## config.mk

```make
export PLATFORM = sky130hd
export DESIGN_NAME = public_test_seq_ctrl
export DESIGN_NICKNAME = d
export VERILOG_FILES = /design/src/rtl/public_test_seq_ctrl.sv
export SDC_FILE = /design/constraint.sdc
export NUM_CORES = 1
export LEC_CHECK = 0
export BUFFER_PORTS_ARGS = -buffer_cell sky130_fd_sc_hd__buf_2
export CAP_MARGIN = 20
export CORE_UTILIZATION = 46
export DETAILED_ROUTE_END_ITERATION = 8
export GPL_TIMING_DRIVEN = 0
export HOLD_SLACK_MARGIN = 0.06
export MAX_ROUTING_LAYER = met4
export PLACE_DENSITY = 0.72
export RECOVER_POWER = 50
export SETUP_SLACK_MARGIN = 0.1
export SYNTH_ARGS = -nofsm -noshare
export SYNTH_HDL_FRONTEND = slang
export SYNTH_SLANG_ARGS = --single-unit
```

## constraint.sdc

```tcl
create_clock -name clk -period 2.3 [get_ports clk]
set_clock_uncertainty 0.15 [all_clocks]
set_input_delay 0.345 -clock clk [delete_from_list [all_inputs] [get_ports clk]]
set_output_delay 0.345 -clock clk [all_outputs]
set_load 0.03 [all_outputs]
```

## src/rtl/public_test_seq_ctrl.sv

```systemverilog
// Sequencing controller: collects p/g/e party words, loads and steps the public_test core, returns one result per step.
// Latency: start->first ready 1 cycle; last word->core_rst/core_en 1 cycle; best case 3 cycles per core step.
// Backpressure: each party ready drops once its slot fills; an unaccepted result stalls the run until res_ready.
// Optional: define PUBLIC_SEQ_TIMEOUT_EN to enable the LOAD/COLLECT idle watchdog and the sticky err flag.
module public_test_seq_ctrl #(
    parameter int W       = 8,
    parameter int CNT_W   = 8,
    parameter int TIMEOUT = 255
) (
    input  logic             clk,
    input  logic             rst,
    // run control
    input  logic             start,
    input  logic [CNT_W-1:0] num_cycles,
    // party channels
    input  logic             p_valid,
    input  logic [W-1:0]     p_data,
    output logic             p_ready,
    input  logic             g_valid,
    input  logic [W-1:0]     g_data,
    output logic             g_ready,
    input  logic             e_valid,
    input  logic [W-1:0]     e_data,
    output logic             e_ready,
    // core control and data
    output logic             core_rst,
    output logic             core_en,
    output logic [W-1:0]     p_init,
    output logic [W-1:0]     g_init,
    output logic [W-1:0]     e_init,
    output logic [W-1:0]     p_in,
    output logic [W-1:0]     g_in,
    output logic [W-1:0]     e_in,
    input  logic [W-1:0]     core_o,
    // result channel
    output logic             res_valid,
    output logic [W-1:0]     res_data,
    input  logic             res_ready,
    // status
    output logic             busy,
    output logic             done,
    output logic             err
);

    typedef enum logic [2:0] {
        IDLE    = 3'd0,
        LOAD    = 3'd1,
        INIT    = 3'd2,
        COLLECT = 3'd3,
        STEP    = 3'd4,
        EMIT    = 3'd5
    } state_t;

    state_t           state;
    logic [CNT_W-1:0] cnt;
    logic             p_full;
    logic             g_full;
    logic             e_full;

    logic             collecting;
    logic             p_acc;
    logic             g_acc;
    logic             e_acc;
    logic             all_full_next;
    logic             wd_fire;

    // A watchdog limit of zero would fire before any word could arrive.
    if (TIMEOUT < 1) begin : g_timeout_range
        $error("TIMEOUT must be at least 1");
    end

    // Readies come straight from registered state and slot flags, so they
    // are glitch-free and drop to 0 as soon as a slot fills or the phase ends.
    assign collecting    = (state == LOAD) || (state == COLLECT);
    assign p_ready       = collecting && !p_full;
    assign g_ready       = collecting && !g_full;
    assign e_ready       = collecting && !e_full;
    assign p_acc         = p_valid && p_ready;
    assign g_acc         = g_valid && g_ready;
    assign e_acc         = e_valid && e_ready;
    // True when the triple is complete including words accepted this cycle.
    assign all_full_next = (p_full || p_acc) && (g_full || g_acc) && (e_full || e_acc);
    assign busy          = (state != IDLE);

`ifdef PUBLIC_SEQ_TIMEOUT_EN
    localparam int WD_W = $clog2(TIMEOUT + 1);

    logic [WD_W-1:0] wd;
    logic            err_q;
    logic            any_acc;

    assign any_acc = p_acc || g_acc || e_acc;
    // Fires on the TIMEOUT-th consecutive collection cycle without a handshake.
    assign wd_fire = collecting && !any_acc && (wd == WD_W'(TIMEOUT - 1));
    assign err     = err_q;

    // Idle-cycle watchdog and sticky error; a new accepted start clears err.
    always_ff @(posedge clk or negedge rst) begin
        if (!rst) begin
            wd    <= '0;
            err_q <= 1'b0;
        end else begin
            if ((state == IDLE) && start) begin
                err_q <= 1'b0;
            end else if (wd_fire) begin
                err_q <= 1'b1;
            end
            if (!collecting || any_acc || wd_fire) begin
                wd <= '0;
            end else begin
                wd <= wd + 1'b1;
            end
        end
    end
`else
    assign wd_fire = 1'b0;
    assign err     = 1'b0;
`endif

    // Main sequencing FSM; core_rst, core_en and done are single-cycle
    // registered pulses and are cleared by default every cycle.
    always_ff @(posedge clk or negedge rst) begin
        if (!rst) begin
            state     <= IDLE;
            cnt       <= '0;
            p_full    <= 1'b0;
            g_full    <= 1'b0;
            e_full    <= 1'b0;
            p_init    <= '0;
            g_init    <= '0;
            e_init    <= '0;
            p_in      <= '0;
            g_in      <= '0;
            e_in      <= '0;
            res_valid <= 1'b0;
            res_data  <= '0;
            core_rst  <= 1'b0;
            core_en   <= 1'b0;
            done      <= 1'b0;
        end else begin
            core_rst <= 1'b0;
            core_en  <= 1'b0;
            done     <= 1'b0;
            if (wd_fire) begin
                // Abandon the run: no done pulse, partially filled slots discarded.
                p_full <= 1'b0;
                g_full <= 1'b0;
                e_full <= 1'b0;
                state  <= IDLE;
            end else begin
                case (state)
                    IDLE: begin
                        if (start) begin
                            if (num_cycles != '0) begin
                                cnt   <= num_cycles;
                                state <= LOAD;
                            end else begin
                                done <= 1'b1;
                            end
                        end
                    end
                    LOAD: begin
                        if (p_acc) begin
                            p_init <= p_data;
                            p_full <= 1'b1;
                        end
                        if (g_acc) begin
                            g_init <= g_data;
                            g_full <= 1'b1;
                        end
                        if (e_acc) begin
                            e_init <= e_data;
                            e_full <= 1'b1;
                        end
                        if (all_full_next) begin
                            core_rst <= 1'b1;
                            state    <= INIT;
                        end
                    end
                    INIT: begin
                        // core_rst is high during this cycle; the core loads *_init.
                        p_full <= 1'b0;
                        g_full <= 1'b0;
                        e_full <= 1'b0;
                        state  <= COLLECT;
                    end
                    COLLECT: begin
                        if (p_acc) begin
                            p_in   <= p_data;
                            p_full <= 1'b1;
                        end
                        if (g_acc) begin
                            g_in   <= g_data;
                            g_full <= 1'b1;
                        end
                        if (e_acc) begin
                            e_in   <= e_data;
                            e_full <= 1'b1;
                        end
                        if (all_full_next) begin
                            core_en <= 1'b1;
                            state   <= STEP;
                        end
                    end
                    STEP: begin
                        // core_en is high now; core_o still reflects the pre-step
                        // register values and is captured on the same edge.
                        res_data  <= core_o;
                        res_valid <= 1'b1;
                        cnt       <= cnt - 1'b1;
                        p_full    <= 1'b0;
                        g_full    <= 1'b0;
                        e_full    <= 1'b0;
                        state     <= EMIT;
                    end
                    EMIT: begin
                        if (res_ready) begin
                            res_valid <= 1'b0;
                            if (cnt == '0) begin
                                done  <= 1'b1;
                                state <= IDLE;
                            end else begin
                                state <= COLLECT;
                            end
                        end
                    end
                    default: begin
                        state <= IDLE;
                    end
                endcase
            end
        end
    end

endmodule

```

# ---- After elaboration in Yosys (flattened, before gate mapping)
# Index checks and enable logic that the tools add are counted.
dict set report totals {
  regBits 74
  memories 0
  latchBits 0
  romBits 0
  ramBits 0
  output_inout_bits 65
  wordCells 92
}
dict set report op_classes {
  order_cmp 0
  mul 0
  n_reduce_logical 36
  add_sub_neg 1
  eq_ne 13
  n_mux 26
  bitwise_logic 0
  shift 0
  div_mod_pow 0
}
# operator count
set op_table {}
lappend op_table {{2-bit AND reduction} 10}
lappend op_table {{3-bit one-hot mux with 6 select lines} 1}
lappend op_table {{8-bit 2-to-1 mux} 2}
lappend op_table {{8-bit one-hot mux with 2 select lines} 1}
lappend op_table {{3-bit 2-to-1 mux} 5}
lappend op_table {{1-bit 2-to-1 mux} 11}
lappend op_table {{2-bit inequality test (second input constant)} 5}
lappend op_table {{1-bit one-hot mux with 2 select lines} 5}
lappend op_table {{1-bit logical AND} 8}
lappend op_table {{8-bit logical NOT} 1}
lappend op_table {{8-bit nonzero test} 1}
lappend op_table {{8-bit by 1-bit subtractor with 8-bit output (second input constant)} 1}
lappend op_table {{3-bit by 2-bit == test with 1-bit output (second input constant)} 2}
lappend op_table {{3-bit == test (second input constant)} 2}
lappend op_table {{2-bit by 1-bit inequality test with 1-bit output (second input constant)} 3}
lappend op_table {{2-bit nonzero test} 3}
lappend op_table {{5-bit AND reduction} 1}
lappend op_table {{1-bit logical OR} 4}
lappend op_table {{2-bit OR reduction} 2}
lappend op_table {{3-bit by 1-bit == test with 1-bit output (second input constant)} 1}
lappend op_table {{1-bit logical NOT} 3}
lappend op_table {{3-bit logical NOT} 1}
lappend op_table {{3-bit AND reduction} 1}
lappend op_table {{3-bit nonzero test} 1}
lappend op_table {{2-bit 2-to-1 mux} 1}

# ---- Depth between registers and ports, before layout
# Gate-level depths: netlist of run 1.
dict set report depth {
  ltp_word 9
  depth_mapped 6
  mapped_depth_nobuf 6
}

# ---- Least setup slack after synthesis of run 1
# Ideal clock, no wire load.
dict set report synth_path {
  path_type {register to register}
  from {reg state[2]}
  to {reg cnt[7]}
  required_ps 2008
  slack_ps 522
  stages_incl_launch_ff 6
  path_buffers 1
  synth_period_minus_slack_ps 1778
  t_arrival_ps 1487
  path_cell_list {dfrtp_1 > buf_2 > or4b_2 > a211oi_1 > a41o_1 > a221oi_2}
}
dict set report synth_between {
  elab_chain_cells 3
}
# element line
set synth_lines {}
lappend synth_lines {{start: declaration} 54} ;# state_t state;
lappend synth_lines {{start signal: assignment} 124} ;# state <= IDLE;
lappend synth_lines {{start signal: assignment} 149} ;# state <= IDLE;
lappend synth_lines {{start signal: assignment} 156} ;# state <= LOAD;
lappend synth_lines {{3-bit == test or 3-bit logical NOT (tied branches)} 151} ;# case (state)
lappend synth_lines {{2-bit nonzero test (no line) or 2-bit inequality test (tied branches)} -}
lappend synth_lines {{3-bit AND reduction (no line)} -}
lappend synth_lines {{end signal: assignment} 155} ;# cnt <= num_cycles;
lappend synth_lines {{end signal: assignment} 210} ;# cnt <= cnt - 1'b1;
lappend synth_lines {{end: declaration} 55} ;# logic [CNT_W-1:0] cnt;
# Several ways; a longest one is shown, not always the timed one.
# A chain may end at the register's enable or synchronous reset.

# ---- Worst setup path in the final report of run 1
dict set report layout_path {
  from {reg state[2]}
  to {out g_ready}
}
dict set report layout_between {
  elab_chain_cells 3
}
# element line
set layout_lines {}
lappend layout_lines {{3-bit by 1-bit == test with 1-bit output or 3-bit by 2-bit == test with 1-bit output (tied branches)} 74} ;# assign collecting = (state == LOAD) || (state == COLLECT);
lappend layout_lines {{1-bit logical OR (*)} 74}
lappend layout_lines {{1-bit logical AND (*)} 76} ;# assign g_ready = collecting && !g_full;
lappend layout_lines {{end: declaration} 21} ;# output logic g_ready,
# Every way passes the cells marked *; elsewhere a longest branch is shown, timed or not.

==> qor.yml, run 1 <==
status:
  outcome: "completed"
worst_hold_path:
  worstHoldStart: "core_o[2]"
  hold_depth: 2
  whs_endpoint: "res_data[2]"
  holdCritPathClass: "primary input to register"
placement:
  place.gp.congestion: 0.795
  dp_hpwl_um: 4910
  numPortBuffers: 110
  dp.cells: 438
  pre_cts_slack_ns: 0.328
cells_and_area:
  diodes: 0
  syn2layout_area_growth_pct: 28.6
  fin_nets: 419
  final_layout_size_suffix_gt1_frac: 0.441
  instances_no_fill: 454
synth:
  synth_area_leaders: "dfrtp_1, mux2_2, nand2_1"
  synth_edf_count: 0
  yosys.area.top_type_share: 0.578
  synth_ff_type: "dfrtp_1"
  yosys.cell_count.top_type: "dfrtp_1"
  ys_async_sr_fraction: 1.00
  ys_ff_latch: 74
  synth_area_mm2: 0.00320
  synthCells: 247
  synth_commonest_cells: "dfrtp_1, mux2_2, nand2_1, nor2_1, o21ai_0"
  mappedNetlistNets: 296
  syn_area_per_cell_um2: 13.0
  yosysWarnings: 0
  ys_types: 50
  ys_seq_area_frac: 0.578
  synth_top_area_cell: "dfrtp_1"
sta:
  hold_viol_final: 0
  relSlewSlack: 0.457
  holdWs_ns: 0.0797
  fin_crit_ns: 2.08
  setup_violations: 0
  tightest_slew_ns: 0.815
  maxSlewViolCount: 0
  fmax_ghz: 0.481
  worst_slack_ns: 0.221
  rsz0062_at_grt: "false"
  timing.final.crit_share: 0.904
  fin_setup_tns_ns: 0
worst_setup_path:
  crit_path_max_fanout: 10
  ff2ff_setup_slack_ns: 0.31
  end_kind: "output port"
  start_kind: "register"
  crit_required_ns: 1.80
  cp.arrival_ns: 1.58
  reg2reg_from: "cnt[0]"
  reg2reg_to: "cnt[6]"
  ff2ff_path_depth: 6
  crit_type: "register to output port"
clock_network:
  clkLatencyLatePin_ns: 0.35
  clock_path_buffers: 2
  cts.clk_slew.worst_paths_ns: 0.07
  cts_inserted_buffers: 9
  cts_max_level: 3
  tritoncts: "done"
  clock-root-buffer: "clkbuf_8"
  post_cts.repair.setup_buffers: 0
  clkSinkCount: 74
floorplan:
  dieArea_mm2: 0.00730
  io_pins: 112
  initial_utilization: 0.474
  die_h_um: 85.4
  core_area_mm2: 0.00676
  die_w_um: 85.4
  num_rows: 30
drt:
  drcViolationCount: 0
  detail_route.iter0.violations: 127
  first_pass_iters: 4
  wl_um: 6670
  wl_per_cell_um: 14.7
  viasPerCell: 5.29
  vias: 2400
  drtAntennaViolNets: 0
power_and_ir_drop:
  p_per_area_mw_per_mm2: 1630
  p_leak_nw: 1.92
  ir_drop_mv: 0.851
  p_total_mw: 6.69
grt:
  grt_antenna_before_repair: 0
  grt_pass1_wl_um: 10800
  grt_max_degree: 63
  first_global_vias: 2382
  grt-ovfl-total: 0
  track_usage: 0.199
run:
  maxCapViolations: 0
flip-flops by register name (all words and copies together), names as in the netlist, 3 cells and up:
name,cells
cnt,8
e_in,8
e_init,8
g_in,8
g_init,8
p_in,8
p_init,8
res_data,8
state,3
kinds of logic (layout without fill, tap and decap cells):
group	Yosys count	in the layout	share of synthesized area
flops	74	74	0.578
simple gates	63	63	0.115
mux	57	57	0.200
compound gates	33	33	0.0727
buf+inv	15	142	0.0199
fa+ha+maj	2	2	0.00781
xor+xnor	2	2	0.00547
other cells	1	1	0.00117
cell usage in the layout, fill, tap and decap left out, types with 5 or more instances in the layout:
master     n
buf_2     81
dfrtp_1   74
mux2_2    56
clkbuf_1  35
nand2_1   16
nor2_1    10
o21ai_0    9
clkbuf_8   9
nor2b_1    7
inv_1      6
nand3_1    5
timing repair:
action,CTS,global route
hold endpoints to repair,74,0
setup endpoints to repair,1,3
resized for setup,1,1
hold buffers,1,0
metal layers:
layer	up-vias	GRT usage	share of wire
li1	1134	-	-
met4	0	0.0955	0.015
met5	-	-	0
met2	75	0.319	0.49
met3	7	0.0447	0.058
met1	1184	0.240	0.44
worst max-delay path, cell delays in order, from the launching register on:
cell and delay (ns):
dfrtp_1 0.36, buf_2 0.24, clkinvlp_4 0.24, nand2_1 0.17, nor2_1 0.06, buf_2 0.18
stage by stage:
step / area (um^2) / util
finish: 4120 / 0.610
global route: 4120 / 0.610
CTS: 4160 / 0.615
detailed placement: 3880 / 0.575
global placement: 3850 / 0.570
floorplan: 3200 / -
report_power, final:
part           switching (mW)  internal (mW)
Combinational            1.98           1.08
Clock                   0.484          0.830
Sequential              0.383           1.94
layout make-up:
| cell class | instances | area [um^2] |
|---|---|---|
| Fill cell | 575 | 2640 |
| Sequential cell | 74 | 1850 |
| Multi-Input combinational cell | 158 | 1290 |
| Timing Repair Buffer | 112 | 548 |
| Clock inverter | 6 | 138 |
| Clock buffer | 9 | 124 |
| Tap cell | 80 | 100 |
| Buffer | 8 | 37.5 |
| Inverter | 7 | 30.0 |
worst max path at each step:
stage | startpoint | endpoint | slack (ns) | cells past startpoint
finish | state[2] | g_ready | 0.22 | 5
global route | state[2] | g_ready | 0.13 | 5
CTS | state[2] | g_ready | 0.15 | 5
detailed placement | state[1] | cnt[2] | 0.33 | 4
global placement | state[1] | cnt[2] | 0.30 | 4
floorplan | state[2] | cnt[7] | 0.52 | 5
Power figures use the tool's default switching activity.
==> run 2: changes to the inputs <==
--- a/config.mk
+++ b/config.mk
@@ -7,12 +7,12 @@
 export LEC_CHECK = 0
 export BUFFER_PORTS_ARGS = -buffer_cell sky130_fd_sc_hd__buf_2
 export CAP_MARGIN = 20
-export CORE_UTILIZATION = 46
+export CORE_UTILIZATION = 35
 export DETAILED_ROUTE_END_ITERATION = 8
 export GPL_TIMING_DRIVEN = 0
 export HOLD_SLACK_MARGIN = 0.06
 export MAX_ROUTING_LAYER = met4
-export PLACE_DENSITY = 0.72
+export PLACE_DENSITY = 0.57
 export RECOVER_POWER = 50
 export SETUP_SLACK_MARGIN = 0.1
 export SYNTH_ARGS = -nofsm -noshare
==> run 2 against run 1 <==
Against the previous run:
- the run now ends with DRC left
- critical endpoint unchanged
- utilization shrank 15 points
- register-to-register slack got worse by 0.04 ns
- combinational power barely moved
- sequential cell count unchanged
- sequential power barely moved
- fmax increased by 0.27%
- via count shrank 1.3%
- critical path depth is the same
- power down 5.0%
- critical path type unchanged
- sequential share of layout area increased by 0.44 points
- hold slack gained 0.0089 ns
==> qor.yml, run 2 (synthesis results as in run 1) <==
placement:
  place.gp.congestion: 0.826  # +3.9%
  dp_hpwl_um: 5110  # +4.1%
  numPortBuffers: 110  # unchanged
  pre_cts_slack_ns: 0.293  # -0.0343 ns
sta:
  rsz0062_at_grt: "false"
  maxSlewViolCount: 0  # unchanged
  tightest_slew_ns: 0.843  # +0.0285 ns
  fmax_ghz: 0.482  # +0.27%
  relSlewSlack: 0.438  # -0.0190
  worst_slack_ns: 0.227  # +0.00554 ns
  timing.final.crit_share: 0.901  # -0.00241
  fin_setup_tns_ns: 0  # unchanged
  hold_viol_final: 0  # unchanged
  setup_violations: 0  # unchanged
  holdWs_ns: 0.0886  # +0.00889 ns
  fin_crit_ns: 2.07  # -0.00554 ns
power_and_ir_drop:
  sw_frac_of_total: 0.448  # +0.0227
  p_int_mw: 3.51  # -8.8%
  pwr-share-seq: 0.366  # +0.019
  comb_power_share: 0.483  # +0.026
  switching_power_mw: 2.85  # about the same
  ir_drop_mv: 0.674  # -21%
  clockPowerShare: 0.151  # -0.045
  p_leak_nw: 1.88  # -2.0%
  p_per_area_mw_per_mm2: 1560  # -4.1%
grt:
  grt_max_degree: 63  # unchanged
  track_usage: 0.163  # -0.0366
  grt_antenna_before_repair: 0  # unchanged
  grt_pass1_wl_um: 11800  # +8.8%
  grt-ovfl-total: 0  # unchanged
  first_global_vias: 2397  # +0.63%
clock_network:
  clkLatencyLatePin_ns: 0.34  # about the same
  clock_path_buffers: 2  # unchanged
  cts.clk_slew.worst_paths_ns: 0.08  # about the same
  clkSinkCount: 74  # unchanged
  tritoncts: "done"
  clock-root-buffer: "clkbuf_8"
  cts_max_level: 3  # unchanged
  cts_inserted_buffers: 9  # unchanged
worst_setup_path:
  cpPeakStageDelay_ns: 0.40  # +0.04 ns
  crit_top_cell: "buf_2"
  start_kind: "register"
  crit_type: "register to output port"
  slowest_stage: "dfrtp_1"
  cp.arrival_ns: 1.58  # about the same
  end_kind: "output port"
  crit_required_ns: 1.80  # about the same
  crit_path_max_fanout: 10  # unchanged
  crit_chain: "buf_2 -> clkinvlp_4 -> nand2_1 -> nor2_1 -> buf_2"
floorplan:
  initial_utilization: 0.364  # -0.110
  io_pins: 112  # unchanged
  die_w_um: 97.7  # +14%
  num_rows: 34  # +13%
  core_area_mm2: 0.00881  # +30%
  dieArea_mm2: 0.00954  # +31%
  die_h_um: 97.7  # +14%
drt:
  vias: 2369  # -1.3%
  drcViolationCount: 11  # +11
  detail_route.iter0.violations: 94  # -26%
  first_pass_iters: 8  # +4
  viasPerCell: 4.91  # -7.0%
  wl_um: 7050  # +5.7%
  drtAntennaViolNets: 0  # unchanged
  wl_per_cell_um: 14.6  # -0.42%
status:
  violations: "DRC"
  outcome: "finished with violations"
cells_and_area:
  multi_input_area_mm2: 0.00129  # unchanged
  regArea_mm2: 0.00185  # unchanged
  syn2layout_area_growth_pct: 27.3
  fill_cells: 844  # +47%
  mostFrequentLayoutCells: "buf_2, dfrtp_1, mux2_2, clkbuf_1, nand2_1"
  fin_nets: 420  # +0.24%
  diodes: 0  # unchanged
  final_layout_size_suffix_gt1_frac: 0.439  # -0.00267
  final_common_cell: "buf_2"
worst_hold_path:
  holdCritPathClass: "primary input to register"
run:
  maxCapViolations: 0  # unchanged
[run 2: final timing paths]
| path | cells past startpoint | slack [ns] | startpoint | end |
|---|---|---|---|---|
| worst min register to register | 1 | 0.35 | res_data[7] | res_data[7] |
| worst max register to register | 6 | 0.27 | state[2] | cnt[6] |
| min in group asynchronous | 2 | 0.47 | rst | p_init[1] |
| worst max-delay path | 5 | 0.23 | state[2] | g_ready |
| max in group asynchronous | 3 | 0.76 | rst | state[1] |
| worst min-delay path | 2 | 0.09 | core_o[5] | res_data[5] |
[run 2: power by group through the flow]
stage               registers (mW)  logic [mW]  clock network [mW]
finish                        2.33        3.07               0.962
global route                  2.42        3.28                1.05
CTS                           2.32        3.18               0.997
detailed placement            2.33        3.16                   0
global placement              2.31        3.13                   0
floorplan                     3.34        1.21                   0
[run 2: worst max-delay path, delay by kind of cell (launching register included)]
family	cells	cell delay (ns)
buffers and inverters	3	0.62
DFF	1	0.40
and+or+nand+nor	2	0.22
[run 2: metal layers]
| layer | up-vias | wire length [um] | GRT usage |
|---|---|---|---|
| met5 | - | 0 | - |
| met3 | 6 | 372 | 0.0468 |
| met2 | 66 | 3260 | 0.247 |
| li1 | 1131 | - | - |
| met1 | 1166 | 3370 | 0.212 |
| met4 | 0 | 48 | 0.0455 |
[run 2: timing repair]
action,in CTS,in global routing
resized for setup,2,0
endpoints found under the hold margin,74,0
hold buffers,1,0
buffers inserted,0,1
setup endpoints to repair,2,3
pin swaps,0,0
[run 2: per-stage QoR]
step	utilization	cells	power (mW)	instance area, um^2
after floorplan	-	247	4.56	3200
after global placement	0.442	465	5.44	3890
after detailed placement	0.445	466	5.49	3920
after CTS	0.467	481	6.49	4120
after global routing	0.463	482	6.75	4080
final	0.463	482	6.36	4080
[run 2: area by class of cell]
type / count / area share
Timing Repair Buffer: 113 / 0.136
Inverter: 7 / 0.00736
Clock buffer: 9 / 0.0304
Buffer: 8 / 0.00920
Multi-Input combinational cell: 158 / 0.316
Sequential cell: 74 / 0.454
Tap cell: 108 / 0.0331
Clock inverter: 5 / 0.0138
